<file path="config.mk">
export PLATFORM = sky130hd
export DESIGN_NAME = xgemac_tx_arbiter
export DESIGN_NICKNAME = d
export VERILOG_FILES = /design/src/rtl/xgemac_tx_arbiter.sv
export SDC_FILE = /design/constraint.sdc
export NUM_CORES = 1
export LEC_CHECK = 0
export ABC_AREA = 1
export CORE_ASPECT_RATIO = 0.5
export CORE_MARGIN = 4
export CORE_UTILIZATION = 35
export CTS_CLUSTER_DIAMETER = 50
export DETAILED_ROUTE_END_ITERATION = 10
export GPL_ROUTABILITY_DRIVEN = 0
export PLACE_DENSITY_LB_ADDON = 0.3
export SLEW_MARGIN = 40
export SYNTH_ARGS = -nofsm -noshare
export SYNTH_HDL_FRONTEND = slang
export SYNTH_SLANG_ARGS = --single-unit
</file>
<file path="constraint.sdc">
create_clock -name clk_156m25 -period 1.6 [get_ports clk_156m25]
set_clock_uncertainty 0.15 [all_clocks]
set_input_delay 0.32 -clock clk_156m25 [delete_from_list [all_inputs] [get_ports clk_156m25]]
set_output_delay 0.32 -clock clk_156m25 [all_outputs]
set_load 0.005 [all_outputs]
</file>
<file path="src/rtl/xgemac_tx_arbiter.sv">
// Packet-granular round-robin arbiter sharing the xge_mac pkt_tx_* interface among NUM_SRC sources.
// Re-frames sop/eop, honours pkt_tx_full, truncates over-length packets and reports status.
module xgemac_tx_arbiter #(
  parameter int NUM_SRC       = 4,
  parameter int DATA_W        = 64,
  parameter int MOD_W         = 3,
  parameter int MAX_PKT_WORDS = 1200
) (
  input  logic                         clk_156m25,
  input  logic                         reset_156m25_n,
  input  logic                         arb_en,
  input  logic [NUM_SRC-1:0]           src_req,
  input  logic [NUM_SRC*DATA_W-1:0]    src_data,
  input  logic [NUM_SRC-1:0]           src_val,
  input  logic [NUM_SRC-1:0]           src_sop,
  input  logic [NUM_SRC-1:0]           src_eop,
  input  logic [NUM_SRC*MOD_W-1:0]     src_mod,
  output logic [NUM_SRC-1:0]           src_rdy,
  output logic [DATA_W-1:0]            pkt_tx_data,
  output logic                         pkt_tx_val,
  output logic                         pkt_tx_sop,
  output logic                         pkt_tx_eop,
  output logic [MOD_W-1:0]             pkt_tx_mod,
  input  logic                         pkt_tx_full,
  output logic [$clog2(NUM_SRC)-1:0]   grant_id,
  output logic                         busy,
  output logic                         proto_err,
  output logic                         trunc_err,
  output logic [31:0]                  tx_pkt_cnt
);

  localparam int GW = $clog2(NUM_SRC);
  localparam int CW = $clog2(MAX_PKT_WORDS + 1);

  typedef enum logic [1:0] {IDLE, XFER, DRAIN} state_t;

  state_t          state;
  logic [GW-1:0]   ptr;
  logic [GW-1:0]   pick_hi, pick_lo, pick;
  logic            hi_vld, lo_vld, pick_vld;
  logic [CW-1:0]   word_cnt;
  logic            first_word, last_word;
  logic [DATA_W-1:0] sel_data;
  logic [MOD_W-1:0]  sel_mod;
  logic            sel_val, sel_sop, sel_eop;
  logic            rdy_g, accept;

  // Circular search: the lowest requester above ptr wins, otherwise wrap to the lowest at or below it.
  always_comb begin
    pick_hi = '0;
    pick_lo = '0;
    hi_vld  = 1'b0;
    lo_vld  = 1'b0;
    for (int i = NUM_SRC - 1; i >= 0; i--) begin
      if (src_req[i]) begin
        if (GW'(i) > ptr) begin
          pick_hi = GW'(i);
          hi_vld  = 1'b1;
        end else begin
          pick_lo = GW'(i);
          lo_vld  = 1'b1;
        end
      end
    end
    pick     = hi_vld ? pick_hi : pick_lo;
    pick_vld = hi_vld | lo_vld;
  end

  always_comb begin
    sel_data = '0;
    sel_mod  = '0;
    sel_val  = 1'b0;
    sel_sop  = 1'b0;
    sel_eop  = 1'b0;
    for (int i = 0; i < NUM_SRC; i++) begin
      if (grant_id == GW'(i)) begin
        sel_data = src_data[i*DATA_W +: DATA_W];
        sel_mod  = src_mod[i*MOD_W +: MOD_W];
        sel_val  = src_val[i];
        sel_sop  = src_sop[i];
        sel_eop  = src_eop[i];
      end
    end
  end

  // DRAIN ignores backpressure since drained words never reach the MAC.
  assign rdy_g  = (state == DRAIN) || ((state == XFER) && !pkt_tx_full);
  assign accept = sel_val && rdy_g;

  always_comb begin
    src_rdy = '0;
    for (int i = 0; i < NUM_SRC; i++) begin
      if (grant_id == GW'(i)) src_rdy[i] = rdy_g;
    end
  end

  assign first_word = (word_cnt == '0);
  assign last_word  = (word_cnt == CW'(MAX_PKT_WORDS - 1));

  always_ff @(posedge clk_156m25 or negedge reset_156m25_n) begin
    if (!reset_156m25_n) begin
      state       <= IDLE;
      ptr         <= GW'(NUM_SRC - 1);
      grant_id    <= '0;
      busy        <= 1'b0;
      word_cnt    <= '0;
      pkt_tx_data <= '0;
      pkt_tx_val  <= 1'b0;
      pkt_tx_sop  <= 1'b0;
      pkt_tx_eop  <= 1'b0;
      pkt_tx_mod  <= '0;
      proto_err   <= 1'b0;
      trunc_err   <= 1'b0;
      tx_pkt_cnt  <= '0;
    end else begin
      pkt_tx_data <= '0;
      pkt_tx_val  <= 1'b0;
      pkt_tx_sop  <= 1'b0;
      pkt_tx_eop  <= 1'b0;
      pkt_tx_mod  <= '0;
      proto_err   <= 1'b0;
      trunc_err   <= 1'b0;
      case (state)
        IDLE: begin
          if (arb_en && pick_vld) begin
            grant_id <= pick;
            word_cnt <= '0;
            busy     <= 1'b1;
            state    <= XFER;
          end
        end
        XFER: begin
          if (accept) begin
            word_cnt    <= word_cnt + CW'(1);
            pkt_tx_val  <= 1'b1;
            pkt_tx_data <= sel_data;
            pkt_tx_sop  <= first_word;
            // Missing sop on the first word or a stray sop later: either way sop != first_word.
            proto_err   <= first_word ^ sel_sop;
            if (sel_eop) begin
              pkt_tx_eop <= 1'b1;
              pkt_tx_mod <= sel_mod;
              tx_pkt_cnt <= tx_pkt_cnt + 32'd1;
              ptr        <= grant_id;
              busy       <= 1'b0;
              state      <= IDLE;
            end else if (last_word) begin
              pkt_tx_eop <= 1'b1;
              trunc_err  <= 1'b1;
              tx_pkt_cnt <= tx_pkt_cnt + 32'd1;
              ptr        <= grant_id;
              state      <= DRAIN;
            end
          end
        end
        DRAIN: begin
          if (accept && sel_eop) begin
            busy  <= 1'b0;
            state <= IDLE;
          end
        end
        default: begin
          busy  <= 1'b0;
          state <= IDLE;
        end
      endcase
    end
  end

endmodule

</file>
==> results.toml <==
[synthesis]
synth_common_cells = "nand2_1 (239), nor2_1 (161), dfrtp_1 (120)"
yosysWarningCount = 0
synth.net_count = 1230
ys_seq_area_share_pct = 43.9
async_flop_share_pct = 100
yosys-top-cells-area = "dfrtp_1 (43%), nand2_1 (13%), nor2_1 (8.7%)"
synth-edff-count = 0
avgSynthCellArea_um2 = 7.41
synth-seq-cells = 122
synth_area_leader_cell = "dfrtp_1"
syn_inst = 939
synth_ff_type = "dfrtp_1"
yosysMostFrequentCell = "nand2_1"
netlist.area_leader.share_pct = 43.1
syn_area_um2 = 6960
yosysUniqueCellTypes = 34

[pwr]
pwr-share-clk_pct = 18.9
p_int_mw = 11.2
p_total_mw = 19.2
sequentialPowerShare_pct = 20.5
leakage_nw = 6.80
p_comb_share_pct = 60.6
p_per_area_nw_per_um2 = 1330
p_sw_share_pct = 41.4
p_sw_mw = 7.94
vdd_drop_max_mv = 0.867

[sta]
tightest_slew_ps = 466
fmax_mhz = 481
tns_ps = -41070
finalCritPeriodShare_pct = 130
fin_crit_ps = 2080
hold_violations = 0
setup_viol = 129
fin_hold_ws_ps = 223
slew_viol_final = 0
setup_slack_ps = -477
slew_headroom_pct = 68.6
rsz0062_at_grt = "yes"

[setup_path]
crit_path_frequent_cell = "nand2_4"
worstPathArrival_ps = 2220
reg2reg_to = "busy"
cp-end-kind = "flip-flop"
critPathMaxFanout = 4
r2r_slack_ps = -480
crit_required_ps = 1740
critPathKind = "flip-flop to flip-flop"
crit_chain = "buf_12, buf_6, nor2_4, buf_6, nand2_4, nand3_2, nand2_4, buf_4, inv_4, nand2_8, nand2_4, nand3_2, nand2_1, nand2_1"
cpMaxStageDelayCell = "dfrtp_2"
critPathLaunchType = "flip-flop"
r2r_start = "grant_id[1]"
ff2ff_path_depth = 14
crit_path_max_incr_delay_ps = 460

[hold_path]
hp-class = "primary input to asynchronous set/reset pin"

[floorplan]
io_pins = 399
rows = 36
start_util_pct = 35.7
die_y_um = 108
die_w_um = 207
core_um2 = 19500
dieArea_um2 = 22300

[grt]
antenna_found_initial = 2
grt_usage_pct = 29.0
grt_max_degree = 50
overflow = 0
grt_pass1_wl_mm = 51.2
first_global_vias = 9295

[final_layout]
register_area_um2 = 3060
final-instance-count-excl-fill = 1802
drive_gt1_share_pct = 28.6
finalInstanceArea_um2 = 14400
layout.nets = 1814
area_growth_pct = 107
fill_cells = 1372
multi_input_area_um2 = 4140

[clock_tree]
cts_buffers = 17
cts_sinks = 122
clkTransAtPathRegs_ps = 60
ctsHtreeMaxLevel = 4
cts_tree = "done"
cts_root_buf = "clkbuf_16"
clkLatencyLatePin_ps = 410
cts_buffer_depth = 2

[route]
routed_wl_mm = 36.6
vias = 9544
ant_nets = 0
first_pass_iters = 5
drtIter0Drc = 798
routedWlPerCell_um = 20.3
route.detailed.drc = 0
vias_per_cell = 5.30

[placement]
detailed_place_hpwl_mm = 24.2
placed_cells = 1679
port_buffers = 398
placedInstanceArea_um2 = 12100

[outcome]
status = "complete, but fails checks"
violations = "negative setup slack"

[flow_run]
drv_cap = 0
==> worst max-delay path by stage <==
stage,depth (start not counted),end,start,slack (ps)
after floorplan,10,tx_pkt_cnt[8],grant_id[0],-170
after global placement,7,src_rdy[2],pkt_tx_full,-600
after detailed placement,5,pkt_tx_data[51],grant_id[0],-560
after CTS,12,tx_pkt_cnt[18],grant_id[1],-370
after global routing,14,busy,grant_id[1],-510
final,14,busy,grant_id[1],-480
==> placed cells by master (no fill, tap or decap), types with 21 or more instances in the layout <==
master and instances:
nand3_1 25, buf_6 49, dfrtp_1 115, a21oi_1 26
clkdlybuf4s50_1 286, o21ai_0 52, buf_4 146, nor3_1 22
o22ai_1 30, a221oi_1 21, nor2_2 33, nand2_1 211
nor2_1 116, inv_1 47, xor2_1 21, o21ai_1 21
dlygate4sd2_1 80
==> kinds of logic after synthesis <==
| group | count (synthesis) | synth area share [%] |
|---|---|---|
| flip-flops | 122 | 43.9 |
| XOR/XNOR | 23 | 2.89 |
| buffers and inverters | 110 | 6.67 |
| adder cells (fa/ha/maj) | 3 | 0.539 |
| AND/OR/NAND/NOR | 472 | 27.7 |
| AO/OA/AOI/OAI | 209 | 18.3 |
==> repair_timing <==
action,CTS,global route
resized for setup,360,108
setup buffers,76,17
endpoints found under the hold margin,21,0
hold buffers,1,0
endpoints found under the setup margin,232,136
cloned,9,4
pin swaps,39,29
==> per-layer routing <==
metal	part of all wire, %	wire length, um	track usage [%]
met1	39	14100	35.4
met3	7.4	2710	7.07
met5	0	0	0
met2	51	18600	51.6
met4	3.2	1170	8.39
==> flip-flops by register name, indices dropped and copies added (netlist names) <==
| name | cells |
|---|---|
| pkt_tx_eop | 1 |
| tx_pkt_cnt | 32 |
| pkt_tx_data | 64 |
| proto_err | 1 |
| word_cnt | 11 |
| pkt_tx_val | 1 |
| pkt_tx_mod | 3 |
| grant_id | 2 |
| pkt_tx_sop | 1 |
| state | 2 |
| busy | 1 |
| trunc_err | 1 |
| ptr | 2 |
==> final cells by class <==
cell class                 count  area share (%)
inverter                      60            1.79
timing repair inverter         1          0.0783
timing repair buffer         614            41.9
antenna                        2          0.0348
tap                          266            2.32
clock buffer                  19            3.08
multi-input combinational    707            28.8
clock inverter                11           0.705
sequential                   122            21.3
==> critical path: cells and delay by family (launching register included) <==
family                 cells  cell delay, ps
buffers and inverters      5             640
DFF                        1             460
and+or+nand+nor            9             690
==> power groups by stage <==
stage | combinational (mW) | clock (mW) | sequential (mW)
final | 11.6 | 3.62 | 3.94
after global routing | 12.4 | 3.85 | 3.99
after CTS | 10.1 | 3.67 | 3.91
after detailed placement | 8.01 | 0 | 4.07
after global placement | 7.84 | 0 | 4.04
after floorplan | 4.10 | 0 | 4.06
==> metrics by stage <==
step | setup WS, ps | util, %
6_report | -477 | 73.7
5_1_grt | -514 | 73.7
4_1_cts | -370 | 70.9
3_5_place_dp | -564 | 62.0
3_3_place_gp | -597 | 62.0
2_1_floorplan | -175 | -
(Power assumes the default switching activity.)
